--- src/rtl/bin_to_7seg_scan.sv ---
// Binary-to-BCD (sequential double-dabble) with a time-multiplexed 4-digit 7-segment scan driver.
// Optional build macro LEADING_ZERO_BLANK_EN blanks leading zero digits.
module bin_to_7seg_scan #(
    parameter int REFRESH_DIV = 6750,
    parameter int BIN_W       = 14
) (
    input  logic             clk,
    input  logic             rst,
    input  logic             bin_valid,
    input  logic [BIN_W-1:0] bin_data,
    output logic             bin_ready,
    output logic [15:0]      bcd_out,
    output logic             overflow,
    output logic [6:0]       seg,
    output logic [3:0]       an
);

    localparam int ITER_W = $clog2(BIN_W + 1);
    localparam int CNT_W  = (REFRESH_DIV > 1) ? $clog2(REFRESH_DIV) : 1;

    typedef enum logic [1:0] {
        S_IDLE,
        S_CONV,
        S_COMMIT
    } state_t;

    state_t             state, state_nxt;
    logic               xfer;
    logic [BIN_W-1:0]   shreg;
    logic [15:0]        scratch;
    logic [15:0]        adj;
    logic [ITER_W-1:0]  iter;
    logic               ovf_pend;

    logic [CNT_W-1:0]   cnt;
    logic               cnt_wrap;
    logic [1:0]         idx, idx_nxt;
    logic [3:0]         nib;
    logic [3:0]         lead_zero;
    logic [6:0]         seg_nxt;

    function automatic logic [6:0] enc7(input logic [3:0] d);
        case (d)
            4'd0:    enc7 = 7'b1000000;
            4'd1:    enc7 = 7'b1111001;
            4'd2:    enc7 = 7'b0100100;
            4'd3:    enc7 = 7'b0110000;
            4'd4:    enc7 = 7'b0011001;
            4'd5:    enc7 = 7'b0010010;
            4'd6:    enc7 = 7'b0000010;
            4'd7:    enc7 = 7'b1111000;
            4'd8:    enc7 = 7'b0000000;
            4'd9:    enc7 = 7'b0010000;
            default: enc7 = 7'b1111111;
        endcase
    endfunction

    // NOTE: sequential state uses non-blocking assignments so every register samples pre-edge values.
    always_ff @(posedge clk or negedge rst) begin
        if (!rst) state <= S_IDLE;
        else      state <= state_nxt;
    end

    // NOTE: every signal driven here gets a default first, so no path can infer a latch.
    always_comb begin
        state_nxt = state;
        bin_ready = 1'b0;
        xfer      = 1'b0;
        case (state)
            S_IDLE: begin
                bin_ready = 1'b1;
                if (bin_valid) begin
                    xfer      = 1'b1;
                    state_nxt = S_CONV;
                end
            end
            S_CONV:   if (iter == ITER_W'(1)) state_nxt = S_COMMIT;
            S_COMMIT: state_nxt = S_IDLE;
            default:  state_nxt = S_IDLE;
        endcase
    end

    always_comb begin
        adj = scratch;
        for (int i = 0; i < 4; i++) begin
            if (scratch[4*i +: 4] >= 4'd5) adj[4*i +: 4] = scratch[4*i +: 4] + 4'd3;
        end
    end

    // Overflow is decided at accept time because the shift register is consumed by the conversion.
    always_ff @(posedge clk or negedge rst) begin
        if (!rst) begin
            shreg    <= '0;
            scratch  <= '0;
            iter     <= '0;
            ovf_pend <= 1'b0;
            bcd_out  <= '0;
            overflow <= 1'b0;
        end else if (xfer) begin
            shreg    <= bin_data;
            scratch  <= '0;
            iter     <= ITER_W'(BIN_W);
            ovf_pend <= 32'(bin_data) > 32'd9999;
        end else if (state == S_CONV) begin
            {scratch, shreg} <= {adj, shreg} << 1;
            iter             <= iter - ITER_W'(1);
        end else if (state == S_COMMIT) begin
            bcd_out  <= scratch;
            overflow <= ovf_pend;
        end
    end

    assign cnt_wrap = (cnt == CNT_W'(REFRESH_DIV - 1));
    assign idx_nxt  = cnt_wrap ? idx + 2'd1 : idx;

    // A digit is a leading zero when it and every higher-order digit are zero; units never qualify.
    always_comb begin
        lead_zero[3] = (bcd_out[15:12] == 4'd0);
        lead_zero[2] = lead_zero[3] && (bcd_out[11:8] == 4'd0);
        lead_zero[1] = lead_zero[2] && (bcd_out[7:4] == 4'd0);
        lead_zero[0] = 1'b0;
    end

    always_comb begin
        nib = bcd_out[4*idx_nxt +: 4];
        if (overflow) begin
            seg_nxt = 7'b0111111;
        end else begin
            seg_nxt = enc7(nib);
`ifdef LEADING_ZERO_BLANK_EN
            if (lead_zero[idx_nxt]) seg_nxt = 7'b1111111;
`endif
        end
    end

    // seg/an are registered from the upcoming index so both switch on the same edge.
    always_ff @(posedge clk or negedge rst) begin
        if (!rst) begin
            cnt <= '0;
            idx <= 2'd0;
            an  <= 4'b1110;
            seg <= 7'b1000000;
        end else begin
            cnt <= cnt_wrap ? '0 : cnt + CNT_W'(1);
            idx <= idx_nxt;
            an  <= ~(4'b0001 << idx_nxt);
            seg <= seg_nxt;
        end
    end

`ifndef LEADING_ZERO_BLANK_EN
    logic unused_lz;
    assign unused_lz = ^lead_zero;
`endif

endmodule

--- config.mk ---
export PLATFORM = sky130hd
export DESIGN_NAME = bin_to_7seg_scan
export DESIGN_NICKNAME = d
export VERILOG_FILES = /design/src/rtl/bin_to_7seg_scan.sv
export SDC_FILE = /design/constraint.sdc
export NUM_CORES = 1
export LEC_CHECK = 0
export ABC_AREA = 1
export CORE_MARGIN = 2
export CORE_UTILIZATION = 25
export CTS_BUF_LIST = sky130_fd_sc_hd__clkbuf_2
export CTS_CLUSTER_DIAMETER = 100
export DETAILED_ROUTE_END_ITERATION = 12
export PLACE_DENSITY_LB_ADDON = 0.08
export SYNTH_ARGS = -nofsm -noshare
export SYNTH_HDL_FRONTEND = slang
export SYNTH_SLANG_ARGS = --single-unit
--- constraint.sdc ---
create_clock -name clk -period 3 [get_ports clk]
set_clock_uncertainty 0.1 [all_clocks]
set_input_delay 0.75 -clock clk [delete_from_list [all_inputs] [get_ports clk]]
set_output_delay 0.75 -clock clk [all_outputs]
set_load 0.02 [all_outputs]
Word level (Yosys, flattened, before mapping)
Memories as Yosys holds them, arrays and structs flattened.
Index checks and enable logic that the tools add are counted.
{"block": "totals", "output_inout_bits": 29, "n_memories": 1, "inputBits": 17, "ramBits": 0, "register_bits": 80, "mem_bits_ro": 112, "latchBits": 0}
{"block": "op_classes", "multipliers": 0, "n_mux": 19, "order_cmp": 5, "shifts": 2, "n_addsub": 7, "div": 0, "eq_ne": 6, "n_bitwise": 3, "reduce_logical": 4}
{"name": "(name not given)", "words": 16, "word_bits": 7, "rd": 1, "rd_clocked_by_memory_dff": 0, "write_ports": 0, "line": "43", "source": "case (d)"}
{"operator": "$mux W16", "n": 2}
{"operator": "$mux W14", "n": 2}
{"operator": "$mux W4", "n": 5}
{"operator": "$ge A4 B3 Y1 const B", "n": 4}
{"operator": "$shiftx A16 B5 Y4", "n": 1}
{"operator": "$gt A14 B14 Y1 const B", "n": 1}
{"operator": "$add A13 B1 Y13 const B", "n": 1}
{"operator": "$eq A13 B13 Y1 const B", "n": 1}
{"operator": "$mux W13", "n": 1}
{"operator": "$add A4 B2 Y4 const B", "n": 3}
{"operator": "$mux W7", "n": 1}
{"operator": "$mux W2", "n": 3}
{"operator": "$eq A4 B1 Y1 const B", "n": 1}
{"operator": "$ne A2 B2 Y1 const B", "n": 2}
{"operator": "$not A4 Y4", "n": 1}
{"operator": "$pmux W2 S2", "n": 1}
{"operator": "$shl A1 B2 Y4 const A", "n": 1}
{"operator": "$sub A4 B1 Y4 const B", "n": 1}
{"operator": "$add A3 B2 Y3 const B", "n": 1}
{"operator": "$mux W1", "n": 3}
{"operator": "$mux W3", "n": 1}
{"operator": "$reduce_and A3 Y1", "n": 1}
{"operator": "$add A2 B1 Y2 const B", "n": 1}
{"operator": "$eq A2 B1 Y1 const B", "n": 1}
{"operator": "5 further kinds", "n": 6}

Longest topological paths before layout
Gate-level depths: netlist (run 1).
An unclocked memory read counts as a cell.
{"block": "logic_depth", "depth_word": 5, "ltp_mapped": 17, "ltp_nobuf": 16}

Worst setup path before layout (run 1)
No wires, ideal clock.
{"block": "synth_timing", "path_type": "reg-to-reg", "from": "register cnt[1]", "to": "register seg[3]", "stages_incl_launch_ff": 17, "setup_slack_ps": 810, "arrival_ps": 1967, "t_required_ps": 2777, "path_cell_list": "dfrtp_1 > inv_1 > ha_1 > nand2_2 > nor3_1 > nand3_2 > nand2_4 > buf_6 > nand2_1 > nand3_1 > nand2_1 > ha_1 > inv_1 > nand2_1 > nand2_1 > nand2_1 > nand2_1"}
{"block": "synth_between", "elab_chain_cells": 5}
{"item": "from (decl)", "line": "35", "source": "logic [CNT_W-1:0] cnt;"}
{"item": "from (signal assigned)", "line": "144", "source": "cnt <= cnt_wrap ? '0 : cnt + CNT_W'(1);"}
{"item": "$eq A13 B13 Y1", "line": "113", "source": "assign cnt_wrap = (cnt == CNT_W'(REFRESH_DIV - 1));"}
{"item": "$mux W2", "line": "114", "source": "assign idx_nxt = cnt_wrap ? idx + 2'd1 : idx;"}
{"item": "$shiftx A16 B5 Y4", "line": "125", "source": "nib = bcd_out[4*idx_nxt +: 4];"}
{"item": "$mem_v2 Z16 W7"}
{"item": "$mux W7", "line": "126", "source": "if (overflow) begin"}
{"item": "named net seg_nxt[3]", "line": "40", "source": "logic [6:0] seg_nxt;"}
{"item": "to (signal assigned)", "line": "147", "source": "seg <= seg_nxt;"}
{"item": "to (decl)", "line": "14", "source": "output logic [6:0] seg,"}
The timed path passes the listed nets, and every way through them passes these cells.
A chain may end at the register's enable or synchronous reset.

Worst setup path in the final report (run 1)
{"block": "layout_timing", "from": "register state[1]", "to": "output port bin_ready"}
{"block": "layout_between", "elab_chain_cells": 2}
{"item": "from (decl)", "line": "27", "source": "state_t state, state_nxt;"}
{"item": "from (signal assigned)", "line": "61", "source": "else state <= state_nxt;"}
{"item": "$logic_not A2 Y1", "line": "69", "source": "case (state)"}
{"item": "$mux W1", "line": "69"}
{"item": "to (decl)", "line": "11", "source": "output logic bin_ready,"}
No other way between the ends.

==> run_results.csv, run 1 <==
group,metric,value,unit
synth,async_flop_share,1.00,
layout,area_growth,21.6,%
timing,min_period,2640,ps
floorplan,rows,46,
power,leakage,2.33,nW
setup_path,critPathRequiredTime,2150,ps
setup_path,setup.worst_path.end,"bin_ready",
floorplan,die_y,132,um
floorplan,die_x,132,um
flow_run,maxCapViolCount,0,
timing,rsz0062_at_grt,"false",
clock_network,clock_latency,560,ps
synth,ys_seq_area_frac,0.490,
setup_path,critPathLaunch,"state[1]$_DFFE_PN0P_",
detailed_routing,wl_per_cell,12.7,um
placement,dp_hpwl,7210,um
timing,final.setup.tns,0,ps
layout,drive_gt1_frac,0.112,
worst_hold_path,worstHoldPathType,"reg2reg",
clock_network,cts_max_level,3,
setup_path,worst-setup-path-type,"reg2out",
detailed_routing,viasPerCell,4.29,
timing,worst_pin_slew,914,ps
floorplan,core,15900,um2
clock_network,cts_sinks,80,
synth,synth_edf_count,0,
global_route,busiest_layer,"met2",
synth,muxShareOfSynthArea,0,
timing,fmax,0.379,GHz
detailed_routing,drtIter0Drc,150,
floorplan,die_area,17400,um2
setup_path,rr_endpoint,"seg[3]$_DFF_PN0_",
timing,hold_viol,0,
global_route,grt_pass1_wl,17000,um
power,p_per_area,857,nW/um2
synth,syn-instance-count,488,
global_route,grt_pass1_vias,3310,
timing,finalMaxSlewViolations,0,
setup_path,reg2reg_slack,600,ps
global_route,grt_use_met3,0.0235,
timing,slew_headroom,0.389,
setup_path,r2r_start,"cnt[1]$_DFF_PN0_",
floorplan,io_pins,46,
synth,synth_top_family_by_area,"simple AND/OR/NAND/NOR gates",
synth,yosysTopAreaCellShare,0.464,
synth,yosysUniqueCellTypes,38,
placement,portBuffers,45,
synth,synth_nets,518,
global_route,grt_overflow,0,
synth,synthXorXnorAreaFrac,0.0150,
setup_path,cp-start-kind,"flip-flop",
synth,yosys_warnings,0,
synth,synth-seq-cells,80,
setup_path,cpPeakStageDelay,640,ps
layout,fin_nets,571,
detailed_routing,drc,0,
synth,synth_compound_area_frac,0.108,
synth,synth_flop_cell,"dfrtp_1",
detailed_routing,drt-total-wl,9690,um
timing,finalSetupViolCount,0,
timing,post-route-period-util,0.879,
global_route,gr-usage-met1,0.164,
clock_network,cts_tree,"built",
synth,synth_fa_ha_area_frac,0.0397,
detailed_routing,drt_first_pass_iters,6,
layout,final_util,0.312,
setup_path,crit_fanout,3,
clock_network,clock_path_buffers,2,
clock_network,cts_made_buffers,9,
clock_network,ctsRootBufferMaster,"clkbuf_2",
global_route,grt_usage,0.122,
synth,syn_area_per_cell,8.39,um2
setup_path,worstRegToRegCells,15,
detailed_routing,ant_nets,0,
global_route,grt_max_degree,35,
global_route,use_met2,0.190,
placement,routabilityCongestion,0.808,
power,vdd_drop_max,256,uV
status,status,"completed",
setup_path,end_kind,"output port",
detailed_routing,via_count,3273,
synth,yosys-top-cells-area,"dfrtp_1, nand2_1, inv_1",
floorplan,initial_core_util,0.257,
setup_path,worstPathArrival,1790,ps
setup_path,crit_slowest_cell,"clkdlybuf4s50_1",
global_route,antenna_found_initial,1,
synth,synth-simple-area-share,0.266,
synth,synth_top_cell_by_area,"dfrtp_1",
setup_path,path_cells,"nor2_1 > clkdlybuf4s50_1",
synth,synth_area,4100,um2
clock_network,clkSlewWorstSetupHoldPaths,220,ps
## repair_timing
item,CTS,global route
hold endpoints to repair,32,0
setup buffers,0,0
setup endpoints to repair,0,0
hold buffers,1,0
gates resized for setup,0,0
## synthesized netlist by cell type, types with 2 or more instances
master,number
o211ai_1,5
clkbuf_1,9
nand3_4,2
nand3b_1,5
nor2_4,3
inv_2,4
nand2_1,127
xor2_1,6
ha_1,13
a21oi_1,5
nand3_1,38
a22oi_1,2
o32ai_1,5
nand2_2,9
o22ai_1,5
nor2_1,30
or2_2,3
o21ai_0,38
nand4_1,2
nor3_1,4
dfrtp_1,76
dfstp_2,4
o21ai_2,2
inv_1,71
nand2_4,3
o221ai_1,4
nand3_2,2
## placed cells by master, fill, tap and decap left out, types with 2 or more instances in the layout
master,synthesis,layout
inv_1,71,71
dfstp_2,4,4
o221ai_1,4,4
dfrtp_1,76,76
clkinvlp_4,0,3
a22oi_1,2,2
o32ai_1,5,5
o211ai_1,5,5
nand2_4,3,3
nand2_2,9,9
nand3_2,2,2
clkdlybuf4s50_1,0,44
bufinv_16,0,2
nor2_4,3,3
nor2_1,30,30
or2_2,3,3
nand2_1,127,127
inv_2,4,4
nand3_4,2,2
o21ai_0,38,38
nand3b_1,5,5
nand4_1,2,2
clkbuf_2,0,9
ha_1,13,13
buf_4,0,6
a21oi_1,5,5
nand3_1,38,38
xor2_1,6,6
nor3_1,4,4
o22ai_1,5,5
o21ai_2,2,2
## registers in the layout (all words and copies together) (netlist names)
register,count
iter,4
ovf_pend,1
shreg,14
overflow,1
state,2
seg,7
an,4
bcd_out,16
idx,2
cnt,13
scratch,16
## critical path, delay by kind of cell (launching register included)
family	cells	cell delay, ps
and+or+nand+nor	1	170
DFF	1	440
buffers and inverters	1	640
## power breakdown
part	internal [mW]	switching (mW)
logic	0.768	1.13
registers	1.44	0.244
clock network	0.274	0.411
total	2.48	1.78
## cell families after synthesis
group | Yosys count
adders and majority gates | 13
and+or+nand+nor | 232
DFF | 80
xor gates and xnor gates | 7
AOI/OAI and AO/OA | 70
buffers and inverters | 86
## through the flow
step	std cells	power, mW	hold WS (ps)	instance area [um2]	setup slack (ps)
floorplan	488	2.92	335	4100	810
global placement	745	3.62	367	4830	565
CTS	762	4.36	421	4980	252
finish	763	4.27	415	4980	362
detailed placement	745	3.63	373	4830	548
global route	763	4.69	434	4980	198
## cell type report
| cell class | instances | area, um2 |
|---|---|---|
| Multi-Input combinational cell | 322 | 1760 |
| Timing Repair Buffer | 52 | 515 |
| Sequential cell | 80 | 2010 |
| Clock buffer | 9 | 45.0 |
| Tap cell | 216 | 270 |
| Antenna cell | 1 | 2.50 |
| Inverter | 76 | 288 |
| Clock inverter | 7 | 96.3 |
| Fill cell | 1748 | 11000 |
## worst min path at each step
stage	cells past startpoint	start	end
2_1_floorplan	1	idx[1]$_DFF_PN0_	an[3]$_DFF_PN1_
3_3_place_gp	2	shreg[12]$_DFFE_PN0P_	shreg[12]$_DFFE_PN0P_
3_5_place_dp	2	shreg[6]$_DFFE_PN0P_	shreg[6]$_DFFE_PN0P_
4_1_cts	2	shreg[6]$_DFFE_PN0P_	shreg[6]$_DFFE_PN0P_
5_1_grt	2	shreg[6]$_DFFE_PN0P_	shreg[6]$_DFFE_PN0P_
6_report	2	shreg[6]$_DFFE_PN0P_	shreg[6]$_DFFE_PN0P_
## metal layers
layer / routed length (um) / part of all wire / up-vias
li1: - / - / 1672
met1: 4800 / 0.50 / 1528
met2: 4370 / 0.45 / 62
met3: 366 / 0.038 / 11
met4: 151 / 0.016 / 0
met5: 0 / 0 / -
Note: power is estimated with default switching activity, not from simulation.
==> inputs of run 2 (changes only) <==
--- a/config.mk
+++ b/config.mk
@@ -6,11 +6,12 @@
 export NUM_CORES = 1
 export LEC_CHECK = 0
 export ABC_AREA = 1
-export CORE_MARGIN = 2
 export CORE_UTILIZATION = 25
 export CTS_BUF_LIST = sky130_fd_sc_hd__clkbuf_2
 export CTS_CLUSTER_DIAMETER = 100
+export CTS_CLUSTER_SIZE = 25
 export DETAILED_ROUTE_END_ITERATION = 12
+export MAX_ROUTING_LAYER = met4
 export PLACE_DENSITY_LB_ADDON = 0.08
 export SYNTH_ARGS = -nofsm -noshare
 export SYNTH_HDL_FRONTEND = slang
==> run 2 against run 1 <==
Hold slack worse by 16 ps. Count of clock-buffer cells in the layout rose by 3. First-iteration DRC count rose by 15%. Register-to-register slack worse by 30 ps. Critical path type unchanged. Critical endpoint unchanged. Largest cell class unchanged. Largest power group unchanged.
==> run_results.csv, run 2 (synthesized netlist as in run 1, its figures left out) <==
group,metric,value,unit
floorplan,rows,46,
floorplan,core,15900,um2
detailed_routing,drtIter0Drc,172,
placement,dp_hpwl,6960,um
setup_path,cp-start-kind,"flip-flop",
detailed_routing,drt_first_pass_iters,4,
global_route,busiest_layer,"met2",
floorplan,die_area,16900,um2
power,leakage,2.32,nW
setup_path,critPathRequiredTime,2150,ps
layout,reg_top3,"bcd_out x16, scratch x16, shreg x14",
global_route,grt_pass1_wl,16100,um
placement,place_area,4830,um2
floorplan,io_pins,46,
floorplan,initial_core_util,0.257,
clock_network,clkSlewWorstSetupHoldPaths,220,ps
detailed_routing,ant_nets,0,
global_route,use_met2,0.196,
global_route,grt_max_degree,37,
layout,layout_common_cells,"nand2_1, dfrtp_1, inv_1",
layout,area_growth,20.7,%
detailed_routing,viasPerCell,4.24,
setup_path,end_kind,"output port",
setup_path,worstPathArrival,1820,ps
clock_network,cts_made_buffers,9,
timing,slew_headroom,0.388,
detailed_routing,wl_per_cell,12.3,um
layout,drive_gt1_frac,0.108,
clock_network,clock_latency,570,ps
clock_network,cts_tree,"built",
detailed_routing,drt-total-wl,9390,um
placement,routabilityCongestion,0.842,
timing,fmax,0.375,GHz
global_route,grt_usage,0.130,
clock_network,cts_sinks,80,
setup_path,worst-setup-path-type,"reg2out",
flow_run,maxCapViolCount,0,
global_route,gr-usage-met1,0.167,
layout,fin_nets,571,
global_route,antenna_found_initial,1,
global_route,grt_pass1_vias,3162,
setup_path,crit_fanout,3,
clock_network,clock_path_buffers,2,
floorplan,die_y,130,um
global_route,grt_use_met3,0.0262,
timing,rsz0062_at_grt,"false",
worst_hold_path,worstHoldPathType,"reg2reg",
floorplan,die_x,130,um
layout,postLayoutCellArea,4940,um2
timing,worst_pin_slew,915,ps
placement,portBuffers,45,
timing,final.setup.tns,0,ps
power,p_per_area,837,nW/um2
power,vdd_drop_max,270,uV
timing,finalSetupViolCount,0,
timing,hold_viol,0,
timing,finalMaxSlewViolations,0,
clock_network,post_cts_resized,0,
timing,min_period,2670,ps
clock_network,ctsRootBufferMaster,"clkbuf_2",
setup_path,reg2reg_slack,570,ps
layout,nFillCells,1719,
global_route,grt_overflow,0,
clock_network,cts_max_level,3,
detailed_routing,drc,0,
status,status,"completed",
layout,final_common_cell,"nand2_1",
timing,post-route-period-util,0.889,
detailed_routing,via_count,3235,
==> run 2: final timing paths <==
path	from	depth (start not counted)	endpoint
min in group asynchronous	rst	2	cnt[1]$_DFF_PN0_
max in group asynchronous	rst	3	seg[6]$_DFF_PN1_
worst min register to register	idx[1]$_DFF_PN0_	1	an[3]$_DFF_PN1_
worst min-delay path	idx[1]$_DFF_PN0_	1	an[3]$_DFF_PN1_
worst max-delay path	state[1]$_DFFE_PN0P_	2	bin_ready
worst max register to register	cnt[1]$_DFF_PN0_	15	seg[3]$_DFF_PN0_
==> run 2: power by group <==
group	switching [mW]	total, mW	internal, mW
logic	1.11	1.88	0.768
clock network	0.387	0.584	0.197
registers	0.232	1.67	1.44
==> run 2: layout make-up <==
type	count	area [um2]	area share
Inverter	76	288	0.0582
Sequential cell	80	2010	0.406
Clock buffer	12	60.1	0.0121
Antenna cell	1	2.50	0.000506
Tap cell	216	270	0.0547
Multi-Input combinational cell	322	1760	0.355
Timing Repair Buffer	52	515	0.104
Clock inverter	4	45.0	0.00911
==> run 2: timing repair <==
item	CTS	global route
hold buffers	1	0
buffers inserted	0	0
hold endpoints to repair	29	0
==> run 2: layer usage <==
metal / wire, um / vias to the layer above / part of all wire
met4: 189 / 0 / 0.020
met2: 4190 / 54 / 0.45
li1: - / 1684 / -
met3: 328 / 13 / 0.035
met5: 0 / - / 0
met1: 4690 / 1484 / 0.50
==> run 2: critical path: stages (launching register included) <==
cell	delay, ps
dfrtp_1	440
nor2_1	170
clkdlybuf4s50_1	640
==> run 2: metrics by stage <==
step	setup WS, ps	cells	util	hold WS, ps	power, mW
final	334	763	0.310	398	4.14
after global routing	190	763	0.310	433	4.56
after CTS	242	762	0.310	416	4.23
after detailed placement	540	745	0.303	373	3.61
after global placement	555	745	0.303	369	3.62
after floorplan	810	488	-	335	2.92
==> inputs of run 3 (changes only) <==
--- a/config.mk
+++ b/config.mk
@@ -6,6 +6,7 @@
 export NUM_CORES = 1
 export LEC_CHECK = 0
 export ABC_AREA = 1
+export CORE_MARGIN = 1.5
 export CORE_UTILIZATION = 25
 export CTS_BUF_LIST = sky130_fd_sc_hd__clkbuf_2
 export CTS_CLUSTER_DIAMETER = 100
==> run 3 against run 2 <==
Register-to-register slack improved by 40 ps. Count of clock-buffer cells in the layout rose by 2. Hold slack improved by 12 ps. Critical endpoint unchanged. Fmax fell by 0.28%. Final cell count did not move. Critical path type unchanged. Routed wire length rose by 2.9%. Global-route usage barely moved.
==> run_results.csv, run 3 (synthesized netlist as in run 1, its figures left out) <==
group,metric,value,unit
status,status,"completed",
timing,finalSetupViolCount,0,
floorplan,io_pins,46,
setup_path,cp-start-kind,"flip-flop",
layout,final_common_cell,"nand2_1",
setup_path,crit_fanout,3,
setup_path,r2r_start,"cnt[1]$_DFF_PN0_",
clock_network,cts_sinks,80,
worst_hold_path,hold_start,"shreg[12]$_DFFE_PN0P_",
power,vdd_drop_max,270,uV
setup_path,rr_endpoint,"seg[3]$_DFF_PN0_",
detailed_routing,drt-total-wl,9670,um
layout,area_growth,20.0,%
worst_hold_path,holdPathStages,2,
clock_network,cts_max_level,3,
placement,dp_hpwl,7150,um
layout,reg_top3,"bcd_out x16, scratch x16, shreg x14",
global_route,grt_pass1_wl,16500,um
timing,fmax,0.374,GHz
layout,drive_gt1_frac,0.108,
timing,min_period,2670,ps
setup_path,crit_slowest_cell,"clkdlybuf4s50_1",
flow_run,maxCapViolCount,0,
clock_network,ctsRootBufferMaster,"clkbuf_2",
worst_hold_path,hold-path-endpoint,"shreg[12]$_DFFE_PN0P_",
floorplan,die_area,17200,um2
timing,final.setup.tns,0,ps
global_route,grt_overflow,0,
setup_path,end_kind,"output port",
power,leakage,2.32,nW
detailed_routing,wl_per_cell,12.7,um
detailed_routing,drt_first_pass_iters,6,
setup_path,crit_family,"buffers and inverters",
detailed_routing,via_count,3284,
placement,routabilityCongestion,0.809,
layout,instances_no_fill,763,
setup_path,worst-setup-path-type,"reg2out",
worst_hold_path,worstHoldPathType,"reg2reg",
timing,hold_viol,0,
floorplan,core,15900,um2
detailed_routing,ant_nets,0,
detailed_routing,drc,0,
layout,fin_nets,571,
timing,rsz0062_at_grt,"false",
placement,dp.cells,745,
setup_path,worstPathArrival,1820,ps
global_route,grt_max_degree,35,
placement,portBuffers,45,
power,fin_total_pwr,4.07,mW
setup_path,critPathRequiredTime,2150,ps
timing,worst_pin_slew,931,ps
clock_network,clock_path_buffers,2,
floorplan,die_x,131,um
clock_network,cts_tree,"built",
timing,slew_headroom,0.378,
global_route,antenna_found_initial,1,
timing,finalMaxSlewViolations,0,
setup_path,reg2reg_slack,610,ps
floorplan,rows,46,
setup_path,worstRegToRegCells,15,
global_route,grt_usage,0.129,
floorplan,initial_core_util,0.257,
floorplan,die_y,131,um
clock_network,cts_made_buffers,9,
power,p_per_area,828,nW/um2
global_route,grt_pass1_vias,3315,
setup_path,path_cells,"nor2_1 > clkdlybuf4s50_1",
setup_path,critPathBufInv,1,
timing,post-route-period-util,0.891,
detailed_routing,drtIter0Drc,115,
setup_path,cpPeakStageDelay,640,ps
detailed_routing,viasPerCell,4.30,
layout,layout_common_cells,"nand2_1, dfrtp_1, inv_1",
clock_network,clkSlewWorstSetupHoldPaths,230,ps
clock_network,clock_latency,550,ps
==> run 3: final cells by class <==
type	count	area (um2)
fillers	1765	11000
flip-flops and latches	80	2010
multi-input cells	322	1760
repair buffers	52	515
inverters	76	288
well taps	216	270
clock buffers	14	70.1
clock inverters	2	7.51
diodes	1	2.50
==> run 3: how the worst max path moves through the flow <==
| stage | from | to | slack, ps | depth (start not counted) |
|---|---|---|---|---|
| floorplan | cnt[1]$_DFF_PN0_ | seg[3]$_DFF_PN0_ | 810 | 16 |
| global placement | bin_valid | scratch[2]$_DFFE_PN0P_ | 570 | 7 |
| detailed placement | bin_valid | scratch[7]$_DFFE_PN0P_ | 540 | 7 |
| CTS | state[1]$_DFFE_PN0P_ | bin_ready | 220 | 2 |
| global route | state[0]$_DFFE_PN0P_ | bin_ready | 180 | 2 |
| finish | state[1]$_DFFE_PN0P_ | bin_ready | 330 | 2 |
==> run 3: timing repair <==
action | in CTS | in global routing
hold endpoints to repair | 32 | 0
resized for setup | 0 | 0
buffers inserted | 0 | 0
setup endpoints to repair | 0 | 0
hold buffers | 1 | 0
==> run 3: report_power, final <==
group / internal [mW] / switching (mW) / total [mW]
clock: 0.122 / 0.375 / 0.497
sequential: 1.44 / 0.242 / 1.68
combinational: 0.767 / 1.12 / 1.89
total: 2.33 / 1.74 / 4.07
==> run 3: per-layer routing <==
| layer | track usage | up-vias | routed length [um] |
|---|---|---|---|
| met2 | 0.196 | 59 | 4300 |
| li1 | - | 1675 | - |
| met4 | 0.0621 | 0 | 195 |
| met5 | - | - | 0 |
| met1 | 0.167 | 1534 | 4890 |
| met3 | 0.0236 | 16 | 283 |
==> run 3: metrics by stage <==
step / setup slack (ps) / utilization / cell area [um2] / hold slack, ps
after floorplan: 810 / - / 4100 / 335
after global placement: 569 / 0.303 / 4830 / 367
after detailed placement: 540 / 0.303 / 4830 / 369
after CTS: 220 / 0.308 / 4910 / 413
after global routing: 178 / 0.308 / 4920 / 435
final: 327 / 0.308 / 4920 / 411
==> run 3: worst register-to-register path: stages, from the launching register on <==
cell	delay [ps]
dfrtp_1	440
inv_1	60
ha_1	170
nand2_2	80
nor3_1	230
nand3_2	210
nand2_1	120
nand2_2	130
nand3_1	120
nand2_1	100
ha_1	300
inv_1	90
nand2_1	60
nand2_1	60
nand2_1	40
nand2_1	40
